File: src/rtl/sram_port_arbiter.sv
// rtl/sram_port_arbiter.sv - two-master arbiter for a single-port SRAM with bounded ownership streaks
module sram_port_arbiter #(
  parameter int HOLD_MAX = 4,
  parameter int ADDR_W   = 16
) (
  input  logic              clk,
  input  logic              reset,

  input  logic [ADDR_W-1:0] m0_address,
  input  logic              m0_read,
  input  logic              m0_write,
  input  logic [31:0]       m0_writedata,
  input  logic [3:0]        m0_byteenable,
  output logic              m0_waitrequest,
  output logic [31:0]       m0_readdata,
  output logic              m0_readdatavalid,

  input  logic [ADDR_W-1:0] m1_address,
  input  logic              m1_read,
  input  logic              m1_write,
  input  logic [31:0]       m1_writedata,
  input  logic [3:0]        m1_byteenable,
  output logic              m1_waitrequest,
  output logic [31:0]       m1_readdata,
  output logic              m1_readdatavalid,

  output logic [ADDR_W-1:0] sram_address,
  output logic              sram_chipselect,
  output logic              sram_write,
  output logic              sram_clken,
  output logic [3:0]        sram_byteenable,
  output logic [31:0]       sram_writedata,
  input  logic [31:0]       sram_readdata
);

  typedef enum logic [1:0] {IDLE, OWN0, OWN1} state_e;

  localparam logic [3:0] HOLD_MAX_C = 4'(HOLD_MAX);

  state_e     state_q, state_d;
  logic [3:0] hold_cnt_q, hold_cnt_d;
  logic       rd_pend_q, rd_pend_d;
  logic       rd_id_q, rd_id_d;

  logic req0, req1;
  logic grant_vld, grant_id;
  logic sel_write, sel_read;

  assign req0 = m0_read | m0_write;
  assign req1 = m1_read | m1_write;

  // Winner depends only on requests and registered state, never on waitrequest.
  always_comb begin
    grant_vld = 1'b0;
    grant_id  = 1'b0;
    if (!reset) begin
      if (req0 && req1) begin
        grant_vld = 1'b1;
        case (state_q)
          OWN0:    grant_id = (hold_cnt_q < HOLD_MAX_C) ? 1'b0 : 1'b1;
          OWN1:    grant_id = (hold_cnt_q < HOLD_MAX_C) ? 1'b1 : 1'b0;
          default: grant_id = 1'b0;
        endcase
      end else if (req0) begin
        grant_vld = 1'b1;
        grant_id  = 1'b0;
      end else if (req1) begin
        grant_vld = 1'b1;
        grant_id  = 1'b1;
      end
    end
  end

  assign sel_write = grant_id ? m1_write : m0_write;
  assign sel_read  = grant_id ? m1_read  : m0_read;

  always_comb begin
    state_d    = state_q;
    hold_cnt_d = hold_cnt_q;
    rd_pend_d  = grant_vld && sel_read && !sel_write;
    rd_id_d    = grant_id;
    if (!grant_vld) begin
      state_d    = IDLE;
      hold_cnt_d = 4'd0;
    end else if ((state_q == OWN0 && !grant_id) || (state_q == OWN1 && grant_id)) begin
      hold_cnt_d = (hold_cnt_q >= HOLD_MAX_C) ? HOLD_MAX_C : hold_cnt_q + 4'd1;
    end else begin
      state_d    = grant_id ? OWN1 : OWN0;
      hold_cnt_d = 4'd1;
    end
  end

  always_ff @(posedge clk) begin
    if (reset) begin
      state_q    <= IDLE;
      hold_cnt_q <= 4'd0;
      rd_pend_q  <= 1'b0;
      rd_id_q    <= 1'b0;
    end else begin
      state_q    <= state_d;
      hold_cnt_q <= hold_cnt_d;
      rd_pend_q  <= rd_pend_d;
      rd_id_q    <= rd_id_d;
    end
  end

  assign m0_waitrequest = !(grant_vld && !grant_id);
  assign m1_waitrequest = !(grant_vld && grant_id);

  assign sram_clken      = 1'b1;
  assign sram_chipselect = grant_vld;
  assign sram_write      = grant_vld && sel_write;
  assign sram_address    = !grant_vld ? '0    : (grant_id ? m1_address    : m0_address);
  assign sram_byteenable = !grant_vld ? 4'h0  : (grant_id ? m1_byteenable : m0_byteenable);
  assign sram_writedata  = !grant_vld ? 32'h0 : (grant_id ? m1_writedata  : m0_writedata);

  // A response still in flight when reset arrives is suppressed, not delivered.
  assign m0_readdatavalid = rd_pend_q && !rd_id_q && !reset;
  assign m1_readdatavalid = rd_pend_q &&  rd_id_q && !reset;
  assign m0_readdata      = sram_readdata;
  assign m1_readdata      = sram_readdata;

endmodule

File: config.mk
export PLATFORM = sky130hd
export DESIGN_NAME = sram_port_arbiter
export DESIGN_NICKNAME = d
export VERILOG_FILES = /design/src/rtl/sram_port_arbiter.sv
export SDC_FILE = /design/constraint.sdc
export NUM_CORES = 1
export LEC_CHECK = 0
export CELL_PAD_IN_SITES_DETAIL_PLACEMENT = 1
export CELL_PAD_IN_SITES_GLOBAL_PLACEMENT = 2
export CORE_ASPECT_RATIO = 0.6
export CORE_UTILIZATION = 10
export CTS_BUF_LIST = sky130_fd_sc_hd__clkbuf_4
export DETAILED_ROUTE_END_ITERATION = 8
export GPL_ROUTABILITY_DRIVEN = 0
export GPL_TIMING_DRIVEN = 0
export MAX_ROUTING_LAYER = met4
export PLACE_DENSITY = 0.78
export SLEW_MARGIN = 25
export SYNTH_ARGS = -nofsm -noshare
export SYNTH_HDL_FRONTEND = slang
export SYNTH_SLANG_ARGS = --single-unit
File: constraint.sdc
create_clock -name clk -period 1.7 [get_ports clk]
set_input_delay 0.34 -clock clk [delete_from_list [all_inputs] [get_ports clk]]
set_output_delay 0.34 -clock clk [all_outputs]
set_load 0.02 [all_outputs]
==> results of run 1 <==
## path summary, 6_finish.rpt
check | end | slack, ps | from
max | sram_writedata[12] | -570 | hold_cnt_q[3]$_SDFF_PP0_
min | rd_pend_q$_SDFF_PP0_ | 430 | m0_write
max reg2reg | state_q[0]$_SDFFE_PP0P_ | 20 | hold_cnt_q[3]$_SDFF_PP0_
min reg2reg | hold_cnt_q[2]$_SDFF_PP0_ | 590 | hold_cnt_q[1]$_SDFF_PP0_
## where the power goes
part,total (uW),leakage [uW],switching (uW),internal (uW)
Combinational,2020,0.00222,925,1100
Sequential,216,0.0000672,13.4,202
Clock,151,0.0000138,69.8,81.2
## layout by cell type, fill, tap and decap left out, types with 2 or more instances in the layout
cell type	synthesis	routed
nand2_1	50	47
o21ai_2	47	5
conb_1	2	2
clkbuf_4	0	4
clkbuf_16	0	5
buf_12	0	12
dlygate4sd2_1	0	2
o21ai_0	8	2
nor2_4	1	2
buf_6	11	57
buf_2	1	4
buf_4	66	85
nand3_4	0	8
nand3_1	51	19
clkdlybuf4s50_1	0	168
dfxtp_1	8	4
and3_1	2	2
clkbuf_8	0	3
nand2_2	0	2
nand3_2	3	27
a21oi_2	0	6
buf_8	0	5
nor2_2	0	2
nor2_1	6	3
o21ai_4	0	48
dfxtp_2	0	4
## worst max-delay path, delay by kind of cell (launching register included)
kind,cells,cell delay [ps]
buffers and inverters,4,570
AO/OA/AOI/OAI,2,450
AND/OR/NAND/NOR,2,340
flip-flops,1,320
## metal layers
metal / vias up / routed length (um) / global-route usage (%)
li1: 1450 / - / -
met1: 1457 / 5852 / 14.84
met2: 112 / 6281 / 20.53
met3: 0 / 729 / 1.701
met4: 0 / 0 / 0.5000
met5: - / 0 / -
## flip-flops by register name, indices dropped and copies added (netlist names)
| register | flops |
|---|---|
| rd_id_q | 1 |
| state_q | 2 |
| hold_cnt_q | 4 |
| rd_pend_q | 1 |
## kinds of logic after synthesis
group	count (synthesis)
compound gates	70
fa+ha+maj	1
buf+inv	92
flops	8
other cells	2
simple gates	119
## timing repair
action / CTS / global route
endpoints found under the setup margin: 63 / 57
hold endpoints to repair: 0 / 0
hold buffers: 0 / 0
resized for setup: 430 / 57
pin swaps: 16 / 21
setup buffers: 17 / 7
cloned: 1 / 5
## layout make-up
type                       count  area [um^2]
multi-input combinational    192         1837
timing repair buffer         258         2731
tap                          266        332.8
sequential                     8        165.2
clock buffer                   3        22.52
fill                        2200        13360
buffer                        86        795.8
inverter                       4        30.03
## per-stage QoR
stage	hold WS, ps	area, um^2	total power [uW]
after floorplan	546.2	2386	1112
after global placement	556.6	5031	1865
after detailed placement	575.9	5031	1894
after CTS	424.6	5529	2240
after global routing	430.6	5914	2522
final	433.1	5914	2392
==> out/metrics.yaml, run 1 <==
outcome:
  outcome: "complete, but fails checks"
  failed_checks: "negative setup slack"
sta:
  fin_ws_ps: -572.0
  rsz0062_at_grt: "true"
  worst_clock_skew_ps: 3.823
  final-setup-viol-count: 55
  drv_slew: 0
  finalCritPeriodShare_pct: 133.6
  min_period_ps: 2272
  fmax_mhz: 440.1
  fin_tns_setup_ps: -28940
  hold_viol: 0
die:
  core_area_um2: 19270
  rows: 39
  start_util_pct: 10.35
  die_h_um: 111.4
  dieArea_um2: 20540
  ioPinCount: 265
  die_w_um: 184.4
min_path:
  min_path_cells: 3
  hp-class: "in -> reg"
critical_path:
  cp.arrival_ps: 1930
  path_common_cell: "buf_12"
  crit_slowest_cell: "dfxtp_2"
  critPathMaxStageDelay_ps: 320
  cp_max_fo: 5
  worstSetupEndpointType: "primary output"
  worstPathRequired_ps: 1360
  r2r_cells: 8
  critPathKind: "reg -> out"
  crit_chain: "or2_4 > a221oi_4 > nor2_4 > buf_12 > buf_12 > clkbuf_16 > o21ai_4 > buf_6"
  setup.worst_path.start_class: "flop"
logic_synthesis:
  synth_edf_count: 0
  synth.most_common_cell: "buf_4"
  ys_seq_elements: 8
  synthDistinctLibCells: 34
  synth_common_cells: "66 x buf_4, 51 x nand3_1, 50 x nand2_1"
  synth_top_cell_area_share_pct: 24.83
  ys.flop_type: "dfxtp_1"
  yosys.area_share.simple_pct: 28.21
  synth-adder-area-share_pct: 0.6270
  syn_inst: 292
  syn_nets: 435
  yosysTopAreaCell: "buf_4"
  synth_xor_area_share_pct: 0
  synth_compound_area_share_pct: 28.84
  ys_warn_count: 0
  synth_mux_area_share_pct: 0
  yosysSeqAreaShare_pct: 8.025
  synth_top_family_by_area: "buffers and inverters"
  syn_area_per_cell_um2: 6.834
  ys_top_cells_by_area: "buf_4 25%, o21ai_2 21%, nand3_1 13%"
  synth-async-reset-ratio_pct: 0
  syn_area_um2: 1996
detailed_routing:
  drtAntennaViolNets: 0
  wl_per_cell_um: 15.74
  vias: 3019
  first_iter_violations: 44
  drt_pass1_iterations: 4
  drt_wl_total_mm: 12.86
  route.detailed.drc: 0
  via_per_inst: 3.695
grt:
  grt_pass1_wl_mm: 18.56
  grt.overflow.total: 0
  grt_usage_pct: 11.72
  antenna_found_initial: 0
  grt_max_degree: 11
  grt_pass1_vias: 3371
placed_design:
  dp_cells: 789
  portBuffers: 231
  dp_hpwl_mm: 10.07
  pre_cts_ws_ps: -1776
power_and_ir_drop:
  vdd_ir_drop_max_v: 0.0001522
  leakage_uw: 0.002301
  p_per_area_nw_per_um2: 404.4
clocking:
  worstSkewPairLatency_ps: 260
  numCtsBuffers: 3
  cts_tree: "yes"
  cts-root-buf: "clkbuf_4"
  path_clk_slew_ps: 60
  cts_buffer_depth: 2
  h-tree-depth: 1
  cts.sinks: 8
final_layout:
  drive_above_1_share_pct: 52.99
  final_nets: 696
  antennaDiodeCount: 0
  synthToLayoutAreaGrowth_pct: 196.4
  fin_util_pct: 30.68
  finalNonFillerCells: 817
flow_run:
  cap_viol_max_count: 0
No activity file was read; power rests on OpenSTA's default activity.
==> run 2, diff against run 1 <==
TNS_END_PERCENT = 10   (was unset)
==> run 2 against run 1 <==
Die area stayed put. Largest power group unchanged. Largest cell class unchanged. Core utilization is 2.6 points lower. Highest routed layer is now met4. Final area is 8.4% lower. First-iteration DRC count is 16% higher. Via count is 3.2% lower. Cell count is 2.1% lower. Non-clock buffer count is 17 lower. The run still ends with negative setup slack left.
==> out/metrics.yaml, run 2 (same netlist as run 1, synthesis figures left out) <==
clocking:
  cts-root-buf: "clkbuf_4"
  worstSkewPairLatency_ps: 250  # about the same
  cts.sinks: 8  # unchanged
  h-tree-depth: 1  # unchanged
  numCtsBuffers: 3  # unchanged
  path_clk_slew_ps: 60  # about the same
  cts_tree: "yes"
  cts_buffer_depth: 2  # unchanged
sta:
  min_period_ps: 2235  # -36.76 ps
  rsz0062_at_grt: "true"
  finalCritPeriodShare_pct: 131.5  # -2.2 points
  fmax_mhz: 447.4  # +1.6%
  drv_slew: 0  # unchanged
  hold_slack_ps: 594.2  # +161.1 ps
  worst_clock_skew_ps: 1.047  # -2.776 ps
  fin_ws_ps: -535.3  # +36.76 ps
  final-setup-viol-count: 56  # +1.8%
  hold_viol: 0  # unchanged
die:
  core_area_um2: 19270  # unchanged
  die_w_um: 184.4  # unchanged
  ioPinCount: 265  # unchanged
  die_h_um: 111.4  # unchanged
  dieArea_um2: 20540  # unchanged
  start_util_pct: 10.35  # unchanged
  rows: 39  # unchanged
grt:
  grt.overflow.total: 0  # unchanged
  grt_usage_pct: 11.22  # -0.50 points
  grt_pass1_wl_mm: 17.65  # -4.9%
  antenna_found_initial: 0  # unchanged
  grt_max_degree: 11  # unchanged
  grt_pass1_vias: 3123  # -7.4%
final_layout:
  final_nets: 679  # -2.4%
  finalNonFillerCells: 800  # -2.1%
  synthToLayoutAreaGrowth_pct: 171.4
  drive_above_1_share_pct: 43.45  # -9.5 points
  antennaDiodeCount: 0  # unchanged
  largest_reg_flops: 4  # unchanged
  largest_register: "hold_cnt_q"
  regArea_um2: 163.9  # -0.76%
  final_cell_mix: "168 x clkdlybuf4s50_1, 75 x buf_4, 56 x buf_6"
  fin_area_um2: 5416  # -8.4%
  multi_input_area_um2: 1595  # -13%
  largestRegisters: "hold_cnt_q x4, state_q x2"
  final_common_cell: "clkdlybuf4s50_1"
  nFillCells: 2232  # +1.5%
detailed_routing:
  drt_wl_total_mm: 12.04  # -6.4%
  vias: 2922  # -3.2%
  drtAntennaViolNets: 0  # unchanged
  drt_pass1_iterations: 4  # unchanged
  via_per_inst: 3.653  # -1.2%
  first_iter_violations: 51  # +16%
  wl_per_cell_um: 15.05  # -4.4%
  route.detailed.drc: 0  # unchanged
outcome:
  failed_checks: "negative setup slack"
  outcome: "complete, but fails checks"
critical_path:
  worstPathRequired_ps: 1360  # about the same
  cp_max_fo: 10  # +5
  critPathMaxStageDelay_ps: 360  # +40 ps
  cp.arrival_ps: 1900  # -30 ps
  crit_chain: "nor3_2 > a221o_1 > buf_6 > buf_6 > nand3_1 > a21oi_2 > buf_2"
  r2r_slack_ps: 160  # +140 ps
  worstSetupEndpointType: "primary output"
  path_common_cell: "buf_6"
  crit_slowest_cell: "dfxtp_1"
  setup.worst_path.start_class: "flop"
  critPathKind: "reg -> out"
min_path:
  hp-class: "reg -> reg"
flow_run:
  cap_viol_max_count: 0  # unchanged
power_and_ir_drop:
  vdd_ir_drop_max_v: 0.0001528  # +0.39%
  p_per_area_nw_per_um2: 402.3  # -0.52%
  leakage_uw: 0.002140  # -7.0%
placed_design:
  dp_cells: 789  # unchanged
  dp_hpwl_mm: 10.00  # -0.62%
  portBuffers: 231  # unchanged
  placed_cell_area_um2: 5026  # about the same
[run 2: worst max-delay path: cells and delay by family (launching register included)]
family	cells	cell delay, ps
AND/OR/NAND/NOR	2	410
AO/OA/AOI/OAI	2	360
buffers and inverters	3	510
flip-flops	1	360
[run 2: through the flow]
stage                     setup slack, ps  util [%]  power [uW]  setup TNS [ps]
final                              -535.3     28.10        2179          -26590
after global routing               -648.2     28.10        2299          -31350
after CTS                          -643.2     27.41        2155          -31800
after detailed placement            -1742     26.08        1889          -93190
after global placement              -1707     26.08        1865          -89980
after floorplan                    -107.4         -        1111           -5523
[run 2: worst paths after layout]
path / startpoint / endpoint / cells after the start
max: state_q[0]$_SDFFE_PP0P_ / sram_byteenable[3] / 7
min: hold_cnt_q[1]$_SDFF_PP0_ / hold_cnt_q[2]$_SDFF_PP0_ / 3
max reg2reg: hold_cnt_q[3]$_SDFF_PP0_ / rd_pend_q$_SDFF_PP0_ / 5
min reg2reg: hold_cnt_q[1]$_SDFF_PP0_ / hold_cnt_q[2]$_SDFF_PP0_ / 3
[run 2: cell type report]
cell class              instances  share of cell area, %
repair buffers                241                  46.27
multi-input cells             192                  29.45
plain buffers                  86                  14.14
well taps                     266                  6.145
flip-flops and latches          8                  3.026
inverters                       4                 0.5544
clock buffers                   3                 0.4158
[run 2: report_power, final]
group / internal [uW] / total [uW] / switching, uW
clock network: 81.1 / 150 / 69.2
registers: 202 / 215 / 12.9
logic: 979 / 1810 / 835
total: 1260 / 2180 / 917
[run 2: what timing repair did]
item,in CTS,in global routing
pin swaps,9,7
hold buffers,0,0
resized for setup,374,21
endpoints found under the hold margin,0,0
gates cloned,1,2
setup endpoints to repair,63,58
buffers inserted,6,1
[run 2: metal layers]
metal | GRT usage [%] | routed length (um) | vias to the layer above
met3 | 1.930 | 747 | 4
met4 | 0.5000 | 29 | 0
met1 | 13.88 | 5368 | 1390
met5 | - | 0 | -
li1 | - | - | 1417
met2 | 19.82 | 5896 | 111
